**config.mk**
```make
export PLATFORM = sky130hd
export DESIGN_NAME = scan_comm_receiver
export DESIGN_NICKNAME = d
export VERILOG_FILES = /design/src/rtl/scan_comm_receiver.sv
export SDC_FILE = /design/constraint.sdc
export NUM_CORES = 1
export LEC_CHECK = 0
export ABC_AREA = 1
export BUFFER_PORTS_ARGS = -buffer_cell sky130_fd_sc_hd__buf_2
export CAP_MARGIN = 20
export CELL_PAD_IN_SITES_DETAIL_PLACEMENT = 0
export CELL_PAD_IN_SITES_GLOBAL_PLACEMENT = 1
export CORE_ASPECT_RATIO = 0.9
export CORE_MARGIN = 2
export CORE_UTILIZATION = 31
export DETAILED_ROUTE_END_ITERATION = 8
export MAX_ROUTING_LAYER = met4
export PLACE_DENSITY = 0.66
export SYNTH_ARGS = -nofsm -noshare
export SYNTH_HDL_FRONTEND = slang
export SYNTH_SLANG_ARGS = --single-unit
```
**constraint.sdc**
```tcl
create_clock -name clk -period 2.04 [get_ports clk]
set_clock_uncertainty 0.15 [all_clocks]
set_input_delay 0 -clock clk [delete_from_list [all_inputs] [get_ports clk]]
set_output_delay 0 -clock clk [all_outputs]
set_load 0.02 [all_outputs]
```
**src/rtl/scan_comm_receiver.sv**
```systemverilog
// Purpose: synchronise, debounce and decode the peer scanner comm code into pulses, level, error flag and event count.
// Latency: a code stable before edge N is accepted at edge N+STABLE_CYCLES+1; all outputs are registered.
// Backpressure: none; the peer code is sampled every cycle. SCAN_COMM_EVENT_COUNT_EN builds the event counter.
module scan_comm_receiver #(
    parameter int unsigned STABLE_CYCLES = 2,
    parameter int unsigned COUNT_WIDTH   = 4
) (
    input  logic                   clk,
    input  logic                   reset,
    input  logic [1:0]             peer_comm,
    input  logic                   clear_error,
    output logic                   go_to_standby_pulse,
    output logic                   start_scan_pulse,
    output logic                   flush_pulse,
    output logic                   ready_to_transfer,
    output logic [1:0]             accepted_code,
    output logic                   proto_error,
    output logic [COUNT_WIDTH-1:0] event_count
);

    localparam logic [1:0] CODE_INACTIVE = 2'b00;
    localparam logic [1:0] CODE_STANDBY  = 2'b01;
    localparam logic [1:0] CODE_SCAN     = 2'b10;
    localparam logic [1:0] CODE_FLUSH    = 2'b11;

    localparam int unsigned   STAB_W   = 4;
    localparam logic [STAB_W-1:0] STAB_MAX = '1;
    localparam logic [STAB_W-1:0] STAB_THR = STAB_W'(STABLE_CYCLES);

    logic [1:0]        sync1_q, sync2_q;
    logic [1:0]        cand_q, cand_d;
    logic [STAB_W-1:0] stab_q, stab_d;
    logic [1:0]        acc_q, acc_d;
    logic              accept;
    logic              go_q, go_d;
    logic              scan_q, scan_d;
    logic              flush_q, flush_d;
    logic              err_q, err_d;

    function automatic logic is_legal(input logic [1:0] from_code, input logic [1:0] to_code);
        logic legal;
        legal = 1'b0;
        case ({from_code, to_code})
            {CODE_INACTIVE, CODE_STANDBY},
            {CODE_STANDBY,  CODE_SCAN},
            {CODE_STANDBY,  CODE_INACTIVE},
            {CODE_SCAN,     CODE_FLUSH},
            {CODE_SCAN,     CODE_INACTIVE},
            {CODE_FLUSH,    CODE_INACTIVE}: legal = 1'b1;
            default:                        legal = 1'b0;
        endcase
        return legal;
    endfunction

    always_ff @(posedge clk or negedge reset) begin
        if (!reset) begin
            sync1_q <= CODE_INACTIVE;
            sync2_q <= CODE_INACTIVE;
        end else begin
            sync1_q <= peer_comm;
            sync2_q <= sync1_q;
        end
    end

    // Stability count includes the current cycle, so STABLE_CYCLES=1 accepts the cycle the candidate is loaded.
    always_comb begin
        cand_d = sync2_q;
        stab_d = 4'd1;
        if (sync2_q == cand_q) begin
            stab_d = (stab_q == STAB_MAX) ? STAB_MAX : stab_q + 4'd1;
        end
    end

    assign accept = (stab_d >= STAB_THR) && (cand_d != acc_q);

    always_ff @(posedge clk or negedge reset) begin
        if (!reset) begin
            cand_q <= CODE_INACTIVE;
            stab_q <= '0;
        end else begin
            cand_q <= cand_d;
            stab_q <= stab_d;
        end
    end

    // Accepted code: state register / next-state / output processes.
    always_ff @(posedge clk or negedge reset) begin
        if (!reset) begin
            acc_q <= CODE_INACTIVE;
        end else begin
            acc_q <= acc_d;
        end
    end

    always_comb begin
        acc_d = acc_q;
        if (accept) begin
            acc_d = cand_d;
        end
    end

    always_comb begin
        go_d    = 1'b0;
        scan_d  = 1'b0;
        flush_d = 1'b0;
        err_d   = err_q;
        if (clear_error) begin
            err_d = 1'b0;
        end
        if (accept) begin
            go_d    = (cand_d == CODE_STANDBY);
            scan_d  = (cand_d == CODE_SCAN);
            flush_d = (cand_d == CODE_FLUSH);
            if (!is_legal(acc_q, cand_d)) begin
                err_d = 1'b1;
            end
        end
    end

    always_ff @(posedge clk or negedge reset) begin
        if (!reset) begin
            go_q    <= 1'b0;
            scan_q  <= 1'b0;
            flush_q <= 1'b0;
            err_q   <= 1'b0;
        end else begin
            go_q    <= go_d;
            scan_q  <= scan_d;
            flush_q <= flush_d;
            err_q   <= err_d;
        end
    end

`ifdef SCAN_COMM_EVENT_COUNT_EN
    logic [COUNT_WIDTH-1:0] cnt_q, cnt_d;

    always_comb begin
        cnt_d = cnt_q;
        if (accept && (cnt_q != {COUNT_WIDTH{1'b1}})) begin
            cnt_d = cnt_q + COUNT_WIDTH'(1);
        end
    end

    always_ff @(posedge clk or negedge reset) begin
        if (!reset) begin
            cnt_q <= '0;
        end else begin
            cnt_q <= cnt_d;
        end
    end

    assign event_count = cnt_q;
`else
    assign event_count = '0;
`endif

    assign go_to_standby_pulse = go_q;
    assign start_scan_pulse    = scan_q;
    assign flush_pulse         = flush_q;
    assign ready_to_transfer   = (acc_q == CODE_STANDBY);
    assign accepted_code       = acc_q;
    assign proto_error         = err_q;

    a_pulse_onehot: assert property (@(posedge clk) disable iff (!reset)
        $onehot0({go_q, scan_q, flush_q}));

endmodule

```
# ---- Word level (Yosys, flattened, before mapping)
# Cells that the tools add are included.
dict set report totals {
  register_bits 16
  in_bits 5
  output_inout_bits 11
  wordCells 36
}
dict set report op_classes {
  addsub 1
  n_lt_le_gt_ge 1
  eq_ne 13
  muxes 10
  n_reduce_logical 2
}
# operator count
set op_table {}
lappend op_table {{== test 4 bit (second input constant)} 4}
lappend op_table {{== test 4 x 3 -> 1 bit (second input constant)} 2}
lappend op_table {{two-way mux 1 bit} 8}
lappend op_table {{two-way mux 4 bit} 2}
lappend op_table {{OR reduction 6 bit} 1}
lappend op_table {{adder 4 x 1 -> 4 bit (second input constant)} 1}
lappend op_table {{== test 2 x 1 -> 1 bit (second input constant)} 2}
lappend op_table {{== test 2 bit (second input constant)} 2}
lappend op_table {{== test 4 x 1 -> 1 bit (second input constant)} 1}
lappend op_table {{greater-or-equal comparator 4 x 2 -> 1 bit (second input constant)} 1}
lappend op_table {{== test 2 bit} 1}
lappend op_table {{inequality test 2 bit} 1}
lappend op_table {{logical AND 1 bit} 1}

# ---- Logic depth before layout (Yosys ltp)
dict set report logic_depth {
  ltp_word 8
  mapped_depth 10
  depth_no_buf 9
}

# ---- Worst setup path before layout
# No wires, ideal clock.
dict set report synth_timing {
  path_type {register to register}
  from {register stab_q[0]}
  to {register acc_q[1] (netlist: accepted_code[1])}
  setup_ns 0.066
  t_arrival_ns 1.237
  t_required_ns 1.824
  slack_ns 0.587
  stages_incl_launch_ff 9
  path_buffers 0
  period_less_slack_ns 1.453
  cell_sequence {dfrtp_1 > ha_1 > nand3_1 > nand3_1 > o21ai_1 > nand2_2 > nand2_1 > nand2_1 > nand2_1}
}
dict set report synth_between {
  elab_chain_cells 5
  word_cells_on_any_way 6
  cone_classes {1 x add/sub; 1 x order compare; 1 x eq/ne; 2 x mux; 1 x reduce/logical}
}
# element line_no
set synth_lines {}
lappend synth_lines {{start: declaration} 32} ;# logic [STAB_W-1:0] stab_q, stab_d;
lappend synth_lines {{start signal: assignment} 82} ;# stab_q <= stab_d;
lappend synth_lines {{adder 4 x 1 -> 4 bit / == test 4 bit (equally long branches)} 70} ;# stab_d = (stab_q == STAB_MAX) ? STAB_MAX : stab_q + 4'd1;
lappend synth_lines {{two-way mux 4 bit *} 70}
lappend synth_lines {{two-way mux 4 bit *} 69} ;# if (sync2_q == cand_q) begin
lappend synth_lines {{greater-or-equal comparator 4 x 2 -> 1 bit *} 74} ;# assign accept = (stab_d >= STAB_THR) && (cand_d != acc_q);
lappend synth_lines {{logical AND 1 bit *} 74}
lappend synth_lines {{end signal: assignment} 89} ;# acc_q <= CODE_INACTIVE;
lappend synth_lines {{end signal: assignment} 91} ;# acc_q <= acc_d;
lappend synth_lines {{end: declaration} 33} ;# logic [1:0] acc_q, acc_d;
# Mark *: on every way between the ends. The rest lies on a longest branch, timed or not.
# A chain may end at the register's enable or synchronous reset.

==> summary.md <==
| Metric | Value |
|---|---|
| # setup viols final | 0 |
| Minimum clock period | 1.77 ns |
| Cell-internal power | 561 uW |
| Final period util | 0.869 |
| CP arrival | 2.08 ns |
| Die Width | 54.6 um |
| Hold Path Origin | peer_comm[0] |
| Peak VDD IR | 505 uV |
| Logic pwr share | 0.293 |
| Slowest cell on crit path | dlygate4sd3_1 |
| Sw power | 309 uW |
| Ant diodes | 0 |
| CP most frequent cell | dlygate4sd3_1 |
| Crit-path cells | dlygate4sd3_1 > dlygate4sd3_1 > buf_2 > dlygate4sd3_1 |
| Post-DRT Antenna Nets | 0 |
| Initial antenna violation count | 0 |
| Largest net degree at the start of global routing | 11 |
| Mapped cell area | 714 um^2 |
| Most instantiated cells after synthesis | nand2_1, dfrtp_1, inv_1 |
| Top-count cell post-synth | nand2_1 |
| First drt pass iteration count | 6 |
| DRC viols | 0 |
| Initial Util | 0.327 |
| Max Cap Viol | 0 |
| Top-Level Pins | 16 |
| Clk buf depth | 2 |
| Synthesized area per cell | 8.82 um^2 |
| Fraction of registers with async set/reset | 1.00 |
| Post-synth top area share | 0.560 |
| Die area | ~2700 um^2 |
| Number of distinct library cells after synthesis | 18 |
| Outcome | complete, no violations |
| CTS H-tree lvls | 1 |
| Startpoint Class | input pin |
| Critical path startpoint | reset |
| Num CTS Buffers | 3 |
| Post-CTS setup buffer count | 0 |
| WP data required | 2.35 ns |
| Area leader, netlist | dfrtp_1 |
| CORE AREA | ~2200 um^2 |
| Yosys warns | 0 |
| Critical Path Max Stage Delay | 0.79 ns |
| Main synth FF type | dfrtp_1 |
| Buffers on Ports | 11 |
| Worst setup margin | 0.267 ns |
| Clock share of power | 0.242 |
| CTS tree | done |
| Switching Fraction | 0.355 |
| Critical setup path kind | in2async |
| P&R area growth vs syn | 22.6% |
| HPWL after DPL | 882 um |
| Grt ovf | 0 |
| Seq/Total Area, Yosys | 0.560 |
| Critical path endpoint category | asynchronous set/reset pin |
| Final GP Congestion | 0.719 |
| PwrDens | 993 nW/um^2 |
| Row Count | 16 |
| Clock sinks | 16 |
| First-pass GRT wire length | 2140 um |
| Wirelength, routed | 1260 um |
| Hold Crit Class | in2reg |
| FMAX | about 0.56 GHz |
| Total track usage | 0.118 |
| Initial drt markers | 9 |
| Vias in the first global route | 495 |
| Post-synth EDFFs | 0 |
| Root Buffer | clkbuf_4 |
| Final hold vios | 0 |
| Cells after Synth | 81 |
| Synth area leaders | dfrtp_1, nand2_1, inv_1, nand3_1, buf_4 |
| Leak | 0.000486 uW |
| Pre-CTS setup slack | 0.484 ns |
| Seq pwr share | 0.465 |
| DR vias/cell | 4.22 |
| RSZ-0062 raised after global routing | no |
| Design Power | approximately 870 uW |
| Post-layout net count | 107 |
| Post-DR wirelength/cell | 9.90 um |
| Clk Latency, worst-skew pair | 0.29 ns |
| Number of fill cells in the layout | between 200 and 250 |
| Die Y | 49.5 um |
| Seq cells post-synth | 16 |
| FF-to-FF Start | stab_q[0]$_DFF_PN0_ |
| Layout cells sized above 1 | 0.180 |
| Crit Path Max Fanout | 10 |
| Setup TNS | 0 ns |
| Max Slew Vio Count | 0 |
| Via Count | around 540 |
| Worst-path clk slew | around 0.10 ns |
-- power groups by stage --
stage,clock network [uW],registers [uW],logic [uW]
floorplan,0,442,142
global placement,0,409,247
detailed placement,0,409,248
CTS,220,403,257
global route,231,415,287
finish,210,404,255
-- cells by family (layout without fill, tap and decap cells) --
logic type	after synthesis	in the layout	share of synthesized area
and+or+nand+nor	40	40	0.256
buffers and inverters	18	34	0.117
DFF	16	16	0.560
AOI/OAI and AO/OA	4	4	0.0315
adders and majority gates	1	1	0.0175
other	1	4	0.00525
xor gates and xnor gates	1	1	0.0123
-- metrics by stage --
step / util / instance area [um^2] / instances / hold slack [ns]
floorplan: - / 726 / 84 / -0.446
global placement: 0.357 / 779 / 117 / -0.224
detailed placement: 0.357 / 779 / 117 / -0.214
CTS: 0.401 / 876 / 127 / 0.188
global route: 0.401 / 876 / 127 / 0.192
finish: 0.401 / 876 / 127 / 0.205
-- repair_timing --
action | CTS | global route
resized for setup | 0 | 0
hold buffers | 6 | 0
setup endpoints to repair | 0 | 0
hold endpoints to repair | 19 | 0
-- critical path: cells and delay by family --
family	cells	cell delay (ns)
buf+inv	4	2.07
-- state kept, by name (all words and copies together) (netlist names) --
signal,count
flush_pulse,1
proto_error,1
stab_q,4
sync1_q,2
go_to_standby_pulse,1
accepted_code,2
start_scan_pulse,1
cand_d,2
cand_q,2
-- final timing paths --
kind                                                       to  slack [ns]  depth (start not counted)
worst max-delay path             accepted_code[1]$_DFFE_PN0P_        0.27                          4
worst min-delay path                     sync1_q[0]$_DFF_PN0_        0.20                          2
worst max register to register   accepted_code[0]$_DFFE_PN0P_        0.47                          8
worst min register to register            cand_d[1]$_DFF_PN0_        0.20                          0
max in group clk                 accepted_code[0]$_DFFE_PN0P_        0.47                          8
min in group asynchronous       go_to_standby_pulse$_DFF_PN0_        0.48                          3
-- layer usage --
layer,vias to the layer above,part of all wire,global-route usage
li1,277,-,-
met1,243,0.50,0.149
met2,14,0.45,0.165
met3,2,0.039,0.0545
met4,0,0.0095,0.0375
met5,-,0,-
-- area by class of cell --
class | instances | area, um^2 | area share
flip-flops and latches | 16 | 400 | 0.457
multi-input cells | 50 | 241 | 0.276
repair buffers | 17 | 115 | 0.131
inverters | 13 | 48.8 | 0.0557
clock buffers | 4 | 36.3 | 0.0414
well taps | 27 | 33.8 | 0.0386
-- layout by cell type, fill, tap and decap left out --
cell / Yosys / layout
a21oi_1: 1 / 1
a31oi_1: 2 / 2
buf_2: 1 / 11
clkbuf_4: 0 / 3
clkbuf_8: 0 / 1
conb_1: 1 / 4
dfrtp_1: 16 / 16
dlygate4sd3_1: 0 / 6
ha_1: 1 / 1
inv_1: 13 / 13
nand2_1: 21 / 21
nand2_2: 1 / 1
nand2b_1: 1 / 1
nand3_1: 8 / 8
nand3_2: 1 / 1
nand3b_1: 1 / 1
nor2_1: 6 / 6
nor2_4: 1 / 1
o21ai_1: 1 / 1
xor2_1: 1 / 1
Note: power is estimated with default switching activity, not from simulation.
